==> src/rtl/afifo_rd_multi_monitor_pkg.sv <==
// Shared types and helpers for the async-FIFO read-side monitor.
// The entry struct is sized for the default configuration (4 channels, 8-bit data, 16-bit timestamp).
package afifo_tb_pkg;

  localparam int LOG_CH_W   = 2;
  localparam int LOG_DATA_W = 8;
  localparam int LOG_TS_W   = 16;

  typedef struct packed {
    logic [LOG_CH_W-1:0]   ch;
    logic [LOG_DATA_W-1:0] data;
    logic                  uf;
    logic [LOG_TS_W-1:0]   ts;
  } rd_log_entry_t;

  // Adds add to value and clamps the result at 2^width-1 (width <= 32).
  function automatic logic [31:0] sat_inc(input logic [31:0] value, input logic [31:0] add,
                                          input int width);
    logic [32:0] sum;
    logic [32:0] max;
    sum = {1'b0, value} + {1'b0, add};
    max = (33'd1 << width) - 33'd1;
    return (sum > max) ? max[31:0] : sum[31:0];
  endfunction

endpackage

==> src/rtl/afifo_rd_multi_monitor_log_fifo.sv <==
// First-word-fall-through synchronous FIFO with occupancy output.
// Head fields read as zero while empty so nothing undefined leaks out after reset.
module afifo_log_fifo #(
  parameter int WIDTH = 27,
  parameter int DEPTH = 16
) (
  input  logic                     clk,
  input  logic                     srst,
  input  logic                     push,
  input  logic [WIDTH-1:0]         push_data,
  input  logic                     pop,
  output logic                     out_valid,
  output logic [WIDTH-1:0]         out_data,
  output logic [$clog2(DEPTH):0]   level
);
  localparam int AW = $clog2(DEPTH);
  localparam logic [AW:0] FULL_LEVEL = (AW+1)'(DEPTH);

  logic [WIDTH-1:0] mem [DEPTH];
  logic [AW-1:0]    wr_ptr_reg;
  logic [AW-1:0]    rd_ptr_reg;
  logic [AW:0]      level_reg;
  logic             do_push;
  logic             do_pop;

  assign do_pop  = pop & (level_reg != '0);
  assign do_push = push & ((level_reg != FULL_LEVEL) | do_pop);

  always_ff @(posedge clk) begin
    if (do_push) mem[wr_ptr_reg] <= push_data;
  end

  always_ff @(posedge clk) begin
    if (srst) begin
      wr_ptr_reg <= '0;
      rd_ptr_reg <= '0;
      level_reg  <= '0;
    end else begin
      if (do_push) wr_ptr_reg <= wr_ptr_reg + AW'(1);
      if (do_pop)  rd_ptr_reg <= rd_ptr_reg + AW'(1);
      case ({do_push, do_pop})
        2'b10:   level_reg <= level_reg + (AW+1)'(1);
        2'b01:   level_reg <= level_reg - (AW+1)'(1);
        default: level_reg <= level_reg;
      endcase
    end
  end

  assign out_valid = (level_reg != '0);
  assign out_data  = out_valid ? mem[rd_ptr_reg] : '0;
  assign level     = level_reg;

endmodule

==> src/rtl/afifo_rd_multi_monitor.sv <==
// Read-side monitor for NUM_CH async-FIFO read ports: timestamps reads, flags underflows,
// merges events round-robin into one log FIFO and keeps saturating statistics.
module afifo_rd_multi_monitor
  import afifo_tb_pkg::*;
#(
  parameter int DATA_WIDTH = 8,
  parameter int NUM_CH     = 4,
  parameter int DEPTH      = 16,
  parameter int TS_WIDTH   = 16,
  parameter int CNT_WIDTH  = 16
) (
  input  logic                                          rclk,
  input  logic                                          rrst,
  input  logic                                          en,
  input  logic                                          uf_only,
  input  logic [NUM_CH-1:0]                             rinc,
  input  logic [NUM_CH-1:0]                             rempty,
  input  logic [NUM_CH*DATA_WIDTH-1:0]                  rdata,
  output logic                                          out_valid,
  input  logic                                          out_ready,
  output logic [((NUM_CH > 1) ? $clog2(NUM_CH) : 1)-1:0] out_ch,
  output logic [DATA_WIDTH-1:0]                         out_data,
  output logic                                          out_uf,
  output logic [TS_WIDTH-1:0]                           out_ts,
  output logic [NUM_CH*CNT_WIDTH-1:0]                   rd_count,
  output logic [CNT_WIDTH-1:0]                          uf_count,
  output logic [CNT_WIDTH-1:0]                          drop_count,
  output logic                                          drop_sticky,
  output logic [$clog2(DEPTH):0]                        log_level
);
  localparam int CH_W    = (NUM_CH > 1) ? $clog2(NUM_CH) : 1;
  localparam int LVL_W   = $clog2(DEPTH) + 1;
  localparam int ENTRY_W = CH_W + DATA_WIDTH + 1 + TS_WIDTH;

  logic [TS_WIDTH-1:0] ts_reg;
  logic [NUM_CH-1:0]   rd_good;
  logic [NUM_CH-1:0]   rd_uf;
  logic [NUM_CH-1:0]   drop;
  logic [NUM_CH-1:0]   pend_valid;
  logic [ENTRY_W-1:0]  pend_entry [NUM_CH];
  logic [CH_W-1:0]     rr_ptr_reg;
  logic [CH_W-1:0]     grant_idx;
  logic                grant;
  logic                room;
  logic [ENTRY_W-1:0]  head_entry;
  int                  idx;

  always_ff @(posedge rclk) begin
    if (rrst) ts_reg <= '0;
    else      ts_reg <= ts_reg + TS_WIDTH'(1);
  end

  generate
    for (genvar gi = 0; gi < NUM_CH; gi++) begin : g_ch
      logic                 ev;
      logic                 granted;
      logic                 valid_reg;
      logic [ENTRY_W-1:0]   entry_reg;
      logic [CNT_WIDTH-1:0] cnt_reg;

      assign ev          = en & rinc[gi] & (~uf_only | rempty[gi]);
      assign rd_good[gi] = en & rinc[gi] & ~rempty[gi];
      assign rd_uf[gi]   = en & rinc[gi] & rempty[gi];
      assign granted     = grant & (grant_idx == CH_W'(gi));
      // A slot freed by this cycle's grant can take a new event on the same edge.
      assign drop[gi]    = ev & valid_reg & ~granted;

      always_ff @(posedge rclk) begin
        if (rrst) begin
          valid_reg <= 1'b0;
          entry_reg <= '0;
          cnt_reg   <= '0;
        end else begin
          if (ev && !drop[gi]) begin
            valid_reg <= 1'b1;
            entry_reg <= {CH_W'(gi),
                          rempty[gi] ? DATA_WIDTH'(0) : rdata[gi*DATA_WIDTH +: DATA_WIDTH],
                          rempty[gi], ts_reg};
          end else if (granted) begin
            valid_reg <= 1'b0;
          end
          if (rd_good[gi])
            cnt_reg <= CNT_WIDTH'(sat_inc(32'(cnt_reg), 32'd1, CNT_WIDTH));
        end
      end

      assign pend_valid[gi]                       = valid_reg;
      assign pend_entry[gi]                       = entry_reg;
      assign rd_count[gi*CNT_WIDTH +: CNT_WIDTH]  = cnt_reg;
    end
  endgenerate

  assign room = (log_level < LVL_W'(DEPTH)) | (out_valid & out_ready);

  // Scan from farthest to nearest offset so the slot closest to rr_ptr wins.
  always_comb begin
    grant     = 1'b0;
    grant_idx = '0;
    idx       = 0;
    for (int i = NUM_CH - 1; i >= 0; i--) begin
      idx = int'(rr_ptr_reg) + i;
      if (idx >= NUM_CH) idx = idx - NUM_CH;
      if (room && pend_valid[idx]) begin
        grant     = 1'b1;
        grant_idx = CH_W'(idx);
      end
    end
  end

  always_ff @(posedge rclk) begin
    if (rrst) begin
      rr_ptr_reg  <= '0;
      uf_count    <= '0;
      drop_count  <= '0;
      drop_sticky <= 1'b0;
    end else begin
      if (grant)
        rr_ptr_reg <= (grant_idx == CH_W'(NUM_CH - 1)) ? '0 : grant_idx + CH_W'(1);
      uf_count   <= CNT_WIDTH'(sat_inc(32'(uf_count), 32'($countones(rd_uf)), CNT_WIDTH));
      drop_count <= CNT_WIDTH'(sat_inc(32'(drop_count), 32'($countones(drop)), CNT_WIDTH));
      if (drop != '0) drop_sticky <= 1'b1;
    end
  end

  afifo_log_fifo #(
    .WIDTH (ENTRY_W),
    .DEPTH (DEPTH)
  ) u_log (
    .clk       (rclk),
    .srst      (rrst),
    .push      (grant),
    .push_data (pend_entry[grant_idx]),
    .pop       (out_ready),
    .out_valid (out_valid),
    .out_data  (head_entry),
    .level     (log_level)
  );

  assign {out_ch, out_data, out_uf, out_ts} = head_entry;

endmodule

==> config.mk <==
export PLATFORM = sky130hd
export DESIGN_NAME = afifo_rd_multi_monitor
export DESIGN_NICKNAME = d
export VERILOG_FILES = /design/src/rtl/afifo_rd_multi_monitor_pkg.sv /design/src/rtl/afifo_rd_multi_monitor_log_fifo.sv /design/src/rtl/afifo_rd_multi_monitor.sv
export SDC_FILE = /design/constraint.sdc
export NUM_CORES = 1
export LEC_CHECK = 0
export CORE_MARGIN = 5
export CORE_UTILIZATION = 38
export DETAILED_ROUTE_END_ITERATION = 8
export PLACE_DENSITY_LB_ADDON = 0.25
export SLEW_MARGIN = 20
export SYNTH_ARGS = -nofsm -noshare
export SYNTH_HDL_FRONTEND = slang
export SYNTH_SLANG_ARGS = --single-unit
export TNS_END_PERCENT = 5
==> constraint.sdc <==
create_clock -name rclk -period 5.8 [get_ports rclk]
set_clock_uncertainty 0.15 [all_clocks]
set_input_delay 1.45 -clock rclk [delete_from_list [all_inputs] [get_ports rclk]]
set_output_delay 1.45 -clock rclk [all_outputs]
set_load 0.01 [all_outputs]
-- Yosys cells after proc, flatten, opt, wreduce, memory -nomap -nowiden
Memories as Yosys holds them, arrays and structs flattened. A register that Yosys moved wholly into a read port is not among the register bits.
Cells that the tools add are included.
- $lt $le $gt $ge: 16
- $add $sub $neg: 25
- mux-type cells: 52
- reductions and logical operators: 20
- eq/ne operators: 6
- bitwise logic cells: 46
- operator list (cell ; number):
    $lt 32x4->1 const B ; 4
    $mux 32 ; 4
    $gt 17x16->1 const B ; 6
    $mux 16 ; 6
    $mux 27 ; 3
    $add 16x1->17 const B ; 4
    $bmux 27 s2 ; 1
    $add 16x3->17 ; 2
    $mux 8 ; 4
    $and 1x1->1 ; 30
    $mux 1 ; 22
    $add 16x1->16 const B ; 1
    $ge 3x3->1 const B ; 4
    $sub 3x3->4 const B ; 3
    $mux 2 ; 5
    $pmux 5 s2 ; 1
    $reduce_bool 2->1 ; 5
    $not 1->1 ; 9
    $add 1x1->2 ; 4
    $add 4x1->4 const B ; 2
    $bmux 1 s2 ; 4
    $logic_and 1x1->1 ; 8
    $mux 4 ; 2
    $add 2x2->3 ; 2
    17 further kinds ; 29
- bits in writable memories: 432
- memories kept: 1
- register bits: 235
- output and inout port bits: 130
- word-level logic and storage cells: 186
- memories (name ; words ; bits a word ; read ports ; clocked after memory_dff ; write ports ; line ; text):
    u_log.mem ; 16 ; 27 ; 1 ; 1 ; 1 ; afifo_rd_multi_monitor_log_fifo.sv:19 ; logic [WIDTH-1:0] mem [DEPTH];

-- Depth between registers and ports, before layout
Gate-level depths: netlist (run 1).
- depth in word-level cells: 20
- depth in mapped cells: 19

-- By module
From an unflattened synthesis (run 1), not the netlist that was laid out.
- cell total of the unflattened synthesis: 2208
- area, all modules: 28016.9 sq um
- by module, submodules not included (module ; instances ; cells each ; seq. area each (sq um) ; area an instance (sq um)):
    afifo_log_fifo ; 1 ; 822 ; 13312.8 ; 17435.5
    afifo_rd_multi_monitor ; 1 ; 1386 ; 4444.3 ; 10581.4

-- Least setup slack after synthesis (run 1)
Ideal clock, no wire load.
- path type: input to register
- from: in out_ready
- to: reg drop_count[10]
- arrival time: 5.044 ns
- stages on the path: 17
- slack: 0.535 ns
- library setup time: 0.070 ns
- cells stage by stage: nand2b_1 nand4_2 buf_2 ha_1 nand2_1 nand2_1 or2_2 fa_1 fa_1 inv_1 fa_1 nand2_1 or3_1 nor2_1 nand3_1 clkbuf_1 a21oi_1
- cells in the longest elaborated chain, start to end: 16
- elaborated cells between the ends (all ways): 36
- those cells by class: add/sub (4); order compare (1); eq/ne (3); mux (9); bitwise (14); reduce/logical (5)
- ends and longest elaborated chain (what ; line ; text):
    start, declared ; afifo_rd_multi_monitor.sv:20 ; input logic out_ready,
    $and 1x1->1 (*) ; afifo_rd_multi_monitor.sv:93 ; assign room = (log_level < LVL_W'(DEPTH)) | (out_valid & out_ready);
    $or 1x1->1 (*) ; afifo_rd_multi_monitor.sv:93 ;
    $logic_and 1x1->1 ; afifo_rd_multi_monitor.sv:103 ; if (room && pend_valid[idx]) begin
    $mux 2 (4 in series) ; afifo_rd_multi_monitor.sv:103 ;
    $eq 2x1->1 (tied with other cells) ; afifo_rd_multi_monitor.sv:64 ; assign granted = grant & (grant_idx == CH_W'(gi));
    $and 1x1->1 ; afifo_rd_multi_monitor.sv:64 ;
    $not 1->1 ; afifo_rd_multi_monitor.sv:66 ; assign drop[gi] = ev & valid_reg & ~granted;
    $and 1x1->1 ; afifo_rd_multi_monitor.sv:66 ;
    $add 1x1->2 (not written as such) ; afifo_rd_multi_monitor.sv:120 ; drop_count <= CNT_WIDTH'(sat_inc(32'(drop_count), 32'($countones(drop)), CNT_WIDTH));
    $add 2x2->3 (not written as such) (*) ; afifo_rd_multi_monitor.sv:120 ;
    $add 16x3->17 (*) ; afifo_rd_multi_monitor_pkg.sv:21 ; sum = {1'b0, value} + {1'b0, add};
    $gt 17x16->1 ; afifo_rd_multi_monitor_pkg.sv:23 ; return (sum > max) ? max[31:0] : sum[31:0];
    $mux 16 (*) ; afifo_rd_multi_monitor_pkg.sv:23 ;
    end signal, assigned ; afifo_rd_multi_monitor.sv:120 ;
    end, declared ; afifo_rd_multi_monitor.sv:27 ; output logic [CNT_WIDTH-1:0] drop_count,
Mark *: on every way between the ends. The rest lies on a longest branch, timed or not.
A chain may end at the register's enable or synchronous reset.

-- Final worst setup path (run 1)
- from: in out_ready
- to: reg drop_count[4]
The elaborated chain is that of the path after synthesis.

==> impl_summary.log, run 1 <==
[metrics] post-layout worst setup margin: 0.592 ns
[metrics] net count after synthesis: 2191
[metrics] count of synthesis-stage warnings from yosys: 0
[metrics] remaining global-route overflow: 0
[metrics] HP Class: reg2reg
[metrics] data arrival time of the critical path: 5.59 ns
[metrics] mean instance size in the synthesized netlist: 13.4 µm²
[metrics] pin count of the biggest net entering global routing: 91
[metrics] synthesized area: 0.0285 mm²
[metrics] worst-skew pair later-pin latency: 0.62 ns
[metrics] TritonCTS buffer count: 75
[metrics] largest vdd supply drop: 0.208 mV
[metrics] Worst Setup Path Type: in2reg
[metrics] cell at the root of the clock tree: sky130_fd_sc_hd__clkbuf_16
[metrics] Worst setup EP type: flip-flop
[metrics] final clock period utilization by the worst path: 89.8%
[metrics] post-synthesis cell type with the largest combined area: sky130_fd_sc_hd__edfxtp_1
[metrics] Core ar.: 0.0743 mm²
[metrics] power consumption: 12.8 mW
[metrics] TritonCTS clock tree: built
[metrics] I/O Pins: 175
[metrics] DR vias/cell: 5.49
[metrics] Hold Violations, Final: 0
[metrics] layout overhead on the synthesized area: 19.9%
[metrics] antenna violations before repair: 6
[metrics] vias in the first global route: 18500
[metrics] DR pass1 iterations: 6
[metrics] die area: 0.0805 mm²
[metrics] total detailed-routing wirelength: 71400 µm
[metrics] hpwl dp: 44000 µm
[metrics] slew at the pin closest to its max-slew limit: 1.10 ns
[metrics] number of cells in the design after placement: 3189
[metrics] fill count: 6643
[metrics] top cell types by occurrence after synthesis: sky130_fd_sc_hd__edfxtp_1 (432), sky130_fd_sc_hd__dfxtp_1 (239), sky130_fd_sc_hd__a21oi_1 (200), sky130_fd_sc_hd__nor2_1 (148), sky130_fd_sc_hd__nand2_1 (143)
[metrics] Total Negative Setup Slacks: 0 ns
[metrics] Resize count post-CTS: 0
[metrics] total power divided by cell area: 375 mW/mm²
[metrics] synthesized instance count: 2118
[metrics] share of cells above drive strength 1: 17.6%
[metrics] count of distinct cell types in the synthesized netlist: 73
[metrics] final setup violation count: 0
[metrics] Hold Worst Slack: 0.301 ns
[metrics] sort of element at the start of the critical path: input pin
[metrics] number of buffers added for setup after CTS: 0
[metrics] number of flops mapped to enable cells by yosys: 432
[metrics] count of unresolved DRC violations after routing: 0
[metrics] GPL Wtd Cong: 0.853
[metrics] cell area after placement: 0.0315 mm²
[metrics] first-pass GRT wire length: 110000 µm
[metrics] Layout Cell Area excl Fill: 0.0341 mm²
[metrics] dominant synthesized flop cell: sky130_fd_sc_hd__edfxtp_1
[metrics] starting density of the core: 38.3%
[metrics] leakage power figure: 10.9 nW
[metrics] vias after detailed routing: 18300
[metrics] number of sinks handled by clock tree synthesis: 671
[metrics] overall fraction of global-route tracks in use: 17.3%
[metrics] Clock H-tree levels: 3
[metrics] share of the synthesized area in the top cell type: 45.6%
[metrics] sequential fraction of the synthesis area: 62.4%
[metrics] outcome: complete, no violations
[metrics] cell types with the largest area share after synthesis: sky130_fd_sc_hd__edfxtp_1 (46%), sky130_fd_sc_hd__dfxtp_1 (17%), sky130_fd_sc_hd__mux4_2 (11%), sky130_fd_sc_hd__a21oi_1 (3.5%), sky130_fd_sc_hd__nor2_1 (2.0%)
[metrics] unrepaired setup endpoints after global routing: false
[metrics] leading cell type by number of instances after synthesis: sky130_fd_sc_hd__edfxtp_1
[metrics] Initial DRC Count: 1353
[metrics] end-of-flow core utilization: 45.9%
[metrics] number of routed nets with antenna violations: 0
[metrics] count of maximum capacitance violations: 0
[metrics] max-slew headroom at the worst pin: 26.5%
[metrics] DP Worst Slack: -0.0163 ns
[metrics] number of I/O port buffers: 174
[metrics] number of hold buffers added after cts: 0
[metrics] Layout Cells excl Fill: 3332
[metrics] flip-flop count of the largest register, all copies and words added: 432
[metrics] fmax: 192 MHz
[metrics] DR WL/cell: 21.4 µm
[metrics] Period minus WS final: 5.21 ns
[metrics] critical-path maximum fanout: 11
[metrics] Clock transition at path regs: 0.06 ns
[metrics] required time reported for the critical path endpoint: 6.18 ns
[metrics] std cell rows: 100
[metrics] number of storage elements in the synthesis netlist: 671
[metrics] post-layout net count: 2370
[metrics] Die Y-Extent: 284 µm
[metrics] final slew viol count: 0
[metrics] die span in x: 284 µm
[metrics] async set or reset register ratio after synthesis: 0%
[metrics] Clock Path Buffers: 3
[area by class of cell]
| type | count | area [µm²] | area share [%] |
|---|---|---|---|
| Sequential cell | 671 | 17800 | 52.0 |
| Multi-Input combinational cell | 1275 | 10200 | 29.8 |
| Timing Repair Buffer | 240 | 2340 | 6.85 |
| Clock buffer | 99 | 2070 | 6.06 |
| Tap cell | 969 | 1210 | 3.55 |
| Clock inverter | 38 | 450 | 1.32 |
| Inverter | 34 | 128 | 0.374 |
| Antenna cell | 6 | 15.0 | 0.0440 |
[kinds of logic (layout without fill, tap and decap cells)]
kind of cell	count (synthesis)	count (layout)	synth area share (%)
flops	671	671	62.4
simple gates	610	610	10.9
compound gates	383	383	7.98
mux	193	193	12.8
buf+inv	172	411	2.58
xor+xnor	61	61	1.88
fa+ha+maj	28	28	1.42
other cells	0	6	0
[layout by cell type (no fill, tap or decap), types with 33 or more instances in the layout]
cell type	netlist	layout
sky130_fd_sc_hd__nand4_1	33	33
sky130_fd_sc_hd__dfxtp_1	239	236
sky130_fd_sc_hd__nand3_1	85	85
sky130_fd_sc_hd__mux4_2	135	135
sky130_fd_sc_hd__clkdlybuf4s50_1	0	173
sky130_fd_sc_hd__o21ai_0	70	70
sky130_fd_sc_hd__clkbuf_16	0	77
sky130_fd_sc_hd__edfxtp_1	432	432
sky130_fd_sc_hd__mux2i_1	33	33
sky130_fd_sc_hd__nor2_1	148	136
sky130_fd_sc_hd__a21oi_1	200	181
sky130_fd_sc_hd__buf_4	3	58
sky130_fd_sc_hd__nand2_1	143	143
sky130_fd_sc_hd__xor2_1	33	33
[critical path, cell delays in order]
cell and delay, ns:
sky130_fd_sc_hd__clkdlybuf4s50_1 0.50, sky130_fd_sc_hd__nand2b_1 0.30, sky130_fd_sc_hd__nand4_2 0.14, sky130_fd_sc_hd__ha_1 0.23, sky130_fd_sc_hd__nand2_1 0.11, sky130_fd_sc_hd__nand2_1 0.11
sky130_fd_sc_hd__or2_2 0.32, sky130_fd_sc_hd__fa_1 0.49, sky130_fd_sc_hd__fa_1 0.48, sky130_fd_sc_hd__inv_1 0.10, sky130_fd_sc_hd__fa_1 0.24, sky130_fd_sc_hd__nand2_1 0.09
sky130_fd_sc_hd__or3_1 0.39, sky130_fd_sc_hd__nor2_1 0.15, sky130_fd_sc_hd__nand3_1 0.12, sky130_fd_sc_hd__buf_4 0.20, sky130_fd_sc_hd__a21oi_1 0.14
[report_power, final]
group | total, mW | internal, mW | switching, mW
Combinational | 2.43 | 1.24 | 1.19
Clock | 4.80 | 2.85 | 1.95
Sequential | 5.58 | 5.39 | 0.193
Total | 12.8 | 9.48 | 3.33
[final timing paths]
path                                            start                    end  slack (ns)  cells past startpoint
worst max register to register      g_ch[0].valid_reg          drop_count[4]        1.45                     17
worst min register to register  g_ch[0].entry_reg[24]  g_ch[0].entry_reg[24]        0.30                      2
worst max-delay path                        out_ready          drop_count[4]        0.59                     17
worst min-delay path            g_ch[0].entry_reg[24]  g_ch[0].entry_reg[24]        0.30                      2
[layer usage]
metal | up-vias | part of all wire (%) | track usage (%)
met5 | - | 0 | 0
met1 | 9234 | 43 | 22.9
met3 | 102 | 6.5 | 3.99
met2 | 544 | 49 | 29.0
li1 | 8429 | - | -
met4 | 0 | 2.1 | 4.41
(Power assumes the default switching activity.)
==> inputs of run 2 (changes only) <==
--- a/config.mk
+++ b/config.mk
@@ -8,8 +8,9 @@
 export CORE_MARGIN = 5
 export CORE_UTILIZATION = 38
 export DETAILED_ROUTE_END_ITERATION = 8
-export PLACE_DENSITY_LB_ADDON = 0.25
-export SLEW_MARGIN = 20
+export PLACE_DENSITY = 0.59
+export REMOVE_ABC_BUFFERS = 1
+export SLEW_MARGIN = 30
 export SYNTH_ARGS = -nofsm -noshare
 export SYNTH_HDL_FRONTEND = slang
 export SYNTH_SLANG_ARGS = --single-unit
==> impl_summary.log, run 2 (same netlist as run 1, synthesis figures left out) <==
[metrics] number of I/O port buffers: 174
[metrics] dominant delay contributor by cell family on the critical path: simple AND/OR/NAND/NOR gates
[metrics] library cell contributing the largest single delay on the critical path: sky130_fd_sc_hd__clkdlybuf4s50_1
[metrics] HP Class: reg2reg
[metrics] Total Negative Setup Slacks: 0 ns
[metrics] top metal layer carrying routed signals: met5
[metrics] Hold Violations, Final: 0
[metrics] die area: 0.0805 mm²
[metrics] count of unresolved DRC violations after routing: 0
[metrics] worst-case register-to-register setup slack: 1.47 ns
[metrics] Clock Path Buffers: 3
[metrics] Clock H-tree levels: 3
[metrics] pin count of the biggest net entering global routing: 119
[metrics] required time reported for the critical path endpoint: 6.18 ns
[metrics] unrepaired setup endpoints after global routing: false
[metrics] Period minus WS final: 5.19 ns
[metrics] Clock transition at path regs: 0.06 ns
[metrics] number of routed nets with antenna violations: 0
[metrics] post-layout net count: 2365
[metrics] TritonCTS clock tree: built
[metrics] share of cells above drive strength 1: 17.6%
[metrics] number of hold buffers added after cts: 0
[metrics] critical path cell sequence: clkdlybuf4s50_1 -> nand2b_1 -> nand4_2 -> ha_1 -> nand2_1 -> nand2_1 -> or2_2 -> fa_1 -> fa_1 -> inv_1 -> fa_1 -> nand2_1 -> or3_1 -> nor2_1 -> nand3_1 -> buf_4 -> a21oi_1
[metrics] Core ar.: 0.0743 mm²
[metrics] slew at the pin closest to its max-slew limit: 0.927 ns
[metrics] remaining global-route overflow: 0
[metrics] Resize count post-CTS: 0
[metrics] total detailed-routing wirelength: 72500 µm
[metrics] Initial DRC Count: 1321
[metrics] flip-flop count of the largest register, all copies and words added: 432
[metrics] worst-skew pair later-pin latency: 0.62 ns
[metrics] Crit path buffers/inverters: 3
[metrics] Layout Cells excl Fill: 3319
[metrics] DR WL/cell: 21.8 µm
[metrics] detailed route wirelength on metal2: 35600 µm
[metrics] number of cells in the design after placement: 3187
[metrics] terminus of the critical flop-to-flop path: drop_count[0]
[metrics] GPL Wtd Cong: 0.836
[metrics] WHS Path Cells: 2
[metrics] met3 wire len: 4780 µm
[metrics] Worst setup EP type: flip-flop
[metrics] max-slew headroom at the worst pin: 38.2%
[metrics] power consumption: 12.7 mW
[metrics] cell at the root of the clock tree: sky130_fd_sc_hd__clkbuf_16
[metrics] vias after detailed routing: 18300
[metrics] hpwl dp: 44200 µm
[metrics] min-delay src: g_ch[0].entry_reg[14]
[metrics] commonest cells after routing, fill and taps aside: sky130_fd_sc_hd__edfxtp_1 (432), sky130_fd_sc_hd__dfxtp_1 (235), sky130_fd_sc_hd__a21oi_1 (183), sky130_fd_sc_hd__clkdlybuf4s50_1 (173), sky130_fd_sc_hd__nand2_1 (143)
[metrics] I/O Pins: 175
[metrics] Slowest Stage Delay on Critical Path: 0.52 ns
[metrics] fill count: 6580
[metrics] post-layout worst setup margin: 0.612 ns
[metrics] number of sinks handled by clock tree synthesis: 671
[metrics] sort of element at the start of the critical path: input pin
[metrics] starting density of the core: 38.3%
[metrics] data arrival time of the critical path: 5.57 ns
[metrics] Die Y-Extent: 284 µm
[metrics] Hold Worst Slack: 0.302 ns
[metrics] vias in the first global route: 18400
[metrics] end-of-flow core utilization: 46.0%
[metrics] commonest non-fill, non-tap cell in the layout: sky130_fd_sc_hd__edfxtp_1
[metrics] overall fraction of global-route tracks in use: 17.6%
[metrics] outcome: complete, no violations
[metrics] number of buffers added for setup after CTS: 0
[metrics] critical-path maximum fanout: 14
[metrics] count of maximum capacitance violations: 0
[metrics] final setup violation count: 0
[metrics] first-pass GRT wire length: 111000 µm
[metrics] fmax: 193 MHz
[metrics] hold path endpoint: g_ch[0].entry_reg[14]
[metrics] antenna violations before repair: 9
[metrics] Register-to-Register Path Depth: 17
[metrics] leakage power figure: 10.9 nW
[metrics] cell area after placement: 0.0316 mm²
[metrics] total power divided by cell area: 372 mW/mm²
[metrics] RR Startpoint: g_ch[1].valid_reg
[metrics] DP Worst Slack: -0.0410 ns
[metrics] final slew viol count: 0
[metrics] DRT met1 WL: 30600 µm
[metrics] largest vdd supply drop: 0.240 mV
[metrics] layout overhead on the synthesized area: 20.0%
[metrics] TritonCTS buffer count: 71
[metrics] Worst Setup Path Type: in2reg
[metrics] DR vias/cell: 5.52
[metrics] final clock period utilization by the worst path: 89.4%
[metrics] DR pass1 iterations: 5
[metrics] Layout Cell Area excl Fill: 0.0342 mm²
[metrics] die span in x: 284 µm
[metrics] std cell rows: 100
[run 2: cell types whose count changed in the layout (fill, tap and decap cells not counted), moves of 2 or more]
cell | previous run | this run
sky130_fd_sc_hd__diode_2 | 6 | 4
sky130_fd_sc_hd__clkinv_1 | 7 | 11
sky130_fd_sc_hd__clkinv_2 | 13 | 11
sky130_fd_sc_hd__nor2_2 | 0 | 2
sky130_fd_sc_hd__clkbuf_16 | 77 | 75
sky130_fd_sc_hd__clkinvlp_4 | 5 | 3
sky130_fd_sc_hd__a21oi_2 | 19 | 17
sky130_fd_sc_hd__nor2_1 | 136 | 134
sky130_fd_sc_hd__a21oi_1 | 181 | 183
sky130_fd_sc_hd__buf_12 | 8 | 14
sky130_fd_sc_hd__clkbuf_1 | 16 | 6
sky130_fd_sc_hd__buf_4 | 58 | 50
[run 2: report_power, final]
group	internal, mW	leakage, nW	total, mW	switching, mW
clock	2.82	1.20	4.70	1.89
combinational	1.23	3.78	2.46	1.23
sequential	5.39	5.92	5.53	0.140
[run 2: worst max path at each step]
| stage | end | cells after the start | slack (ns) | start |
|---|---|---|---|---|
| 6_report | drop_count[0] | 17 | 0.61 | out_ready |
| 5_1_grt | drop_count[1] | 17 | 0.36 | out_ready |
| 4_1_cts | drop_count[0] | 17 | 0.61 | out_ready |
| 3_5_place_dp | drop_count[1] | 17 | -0.04 | out_ready |
| 3_3_place_gp | drop_count[13] | 17 | 0.05 | out_ready |
| 2_1_floorplan | out_ch[0] | 3 | -1.59 | flip-flop |
[run 2: worst min-delay path: stages, from the launching register on]
cell and delay (ns):
sky130_fd_sc_hd__dfxtp_1 0.31, sky130_fd_sc_hd__nand2_1 0.05, sky130_fd_sc_hd__a21oi_1 0.05
[run 2: layout make-up]
| class | instances | area, µm² | area share (%) |
|---|---|---|---|
| clock inverters | 39 | 459 | 1.34 |
| well taps | 969 | 1210 | 3.55 |
| repair buffers | 239 | 2430 | 7.10 |
| multi-input cells | 1275 | 10200 | 29.7 |
| clock buffers | 88 | 2000 | 5.84 |
| diodes | 4 | 10.0 | 0.0293 |
| flip-flops and latches | 671 | 17800 | 52.0 |
| inverters | 34 | 128 | 0.374 |
[run 2: metal layers]
layer / GRT usage [%] / up-vias
met1: 23.3 / 9243
met3: 4.02 / 107
li1: - / 8404
met4: 4.49 / 10
met2: 29.7 / 553
met5: 0 / -
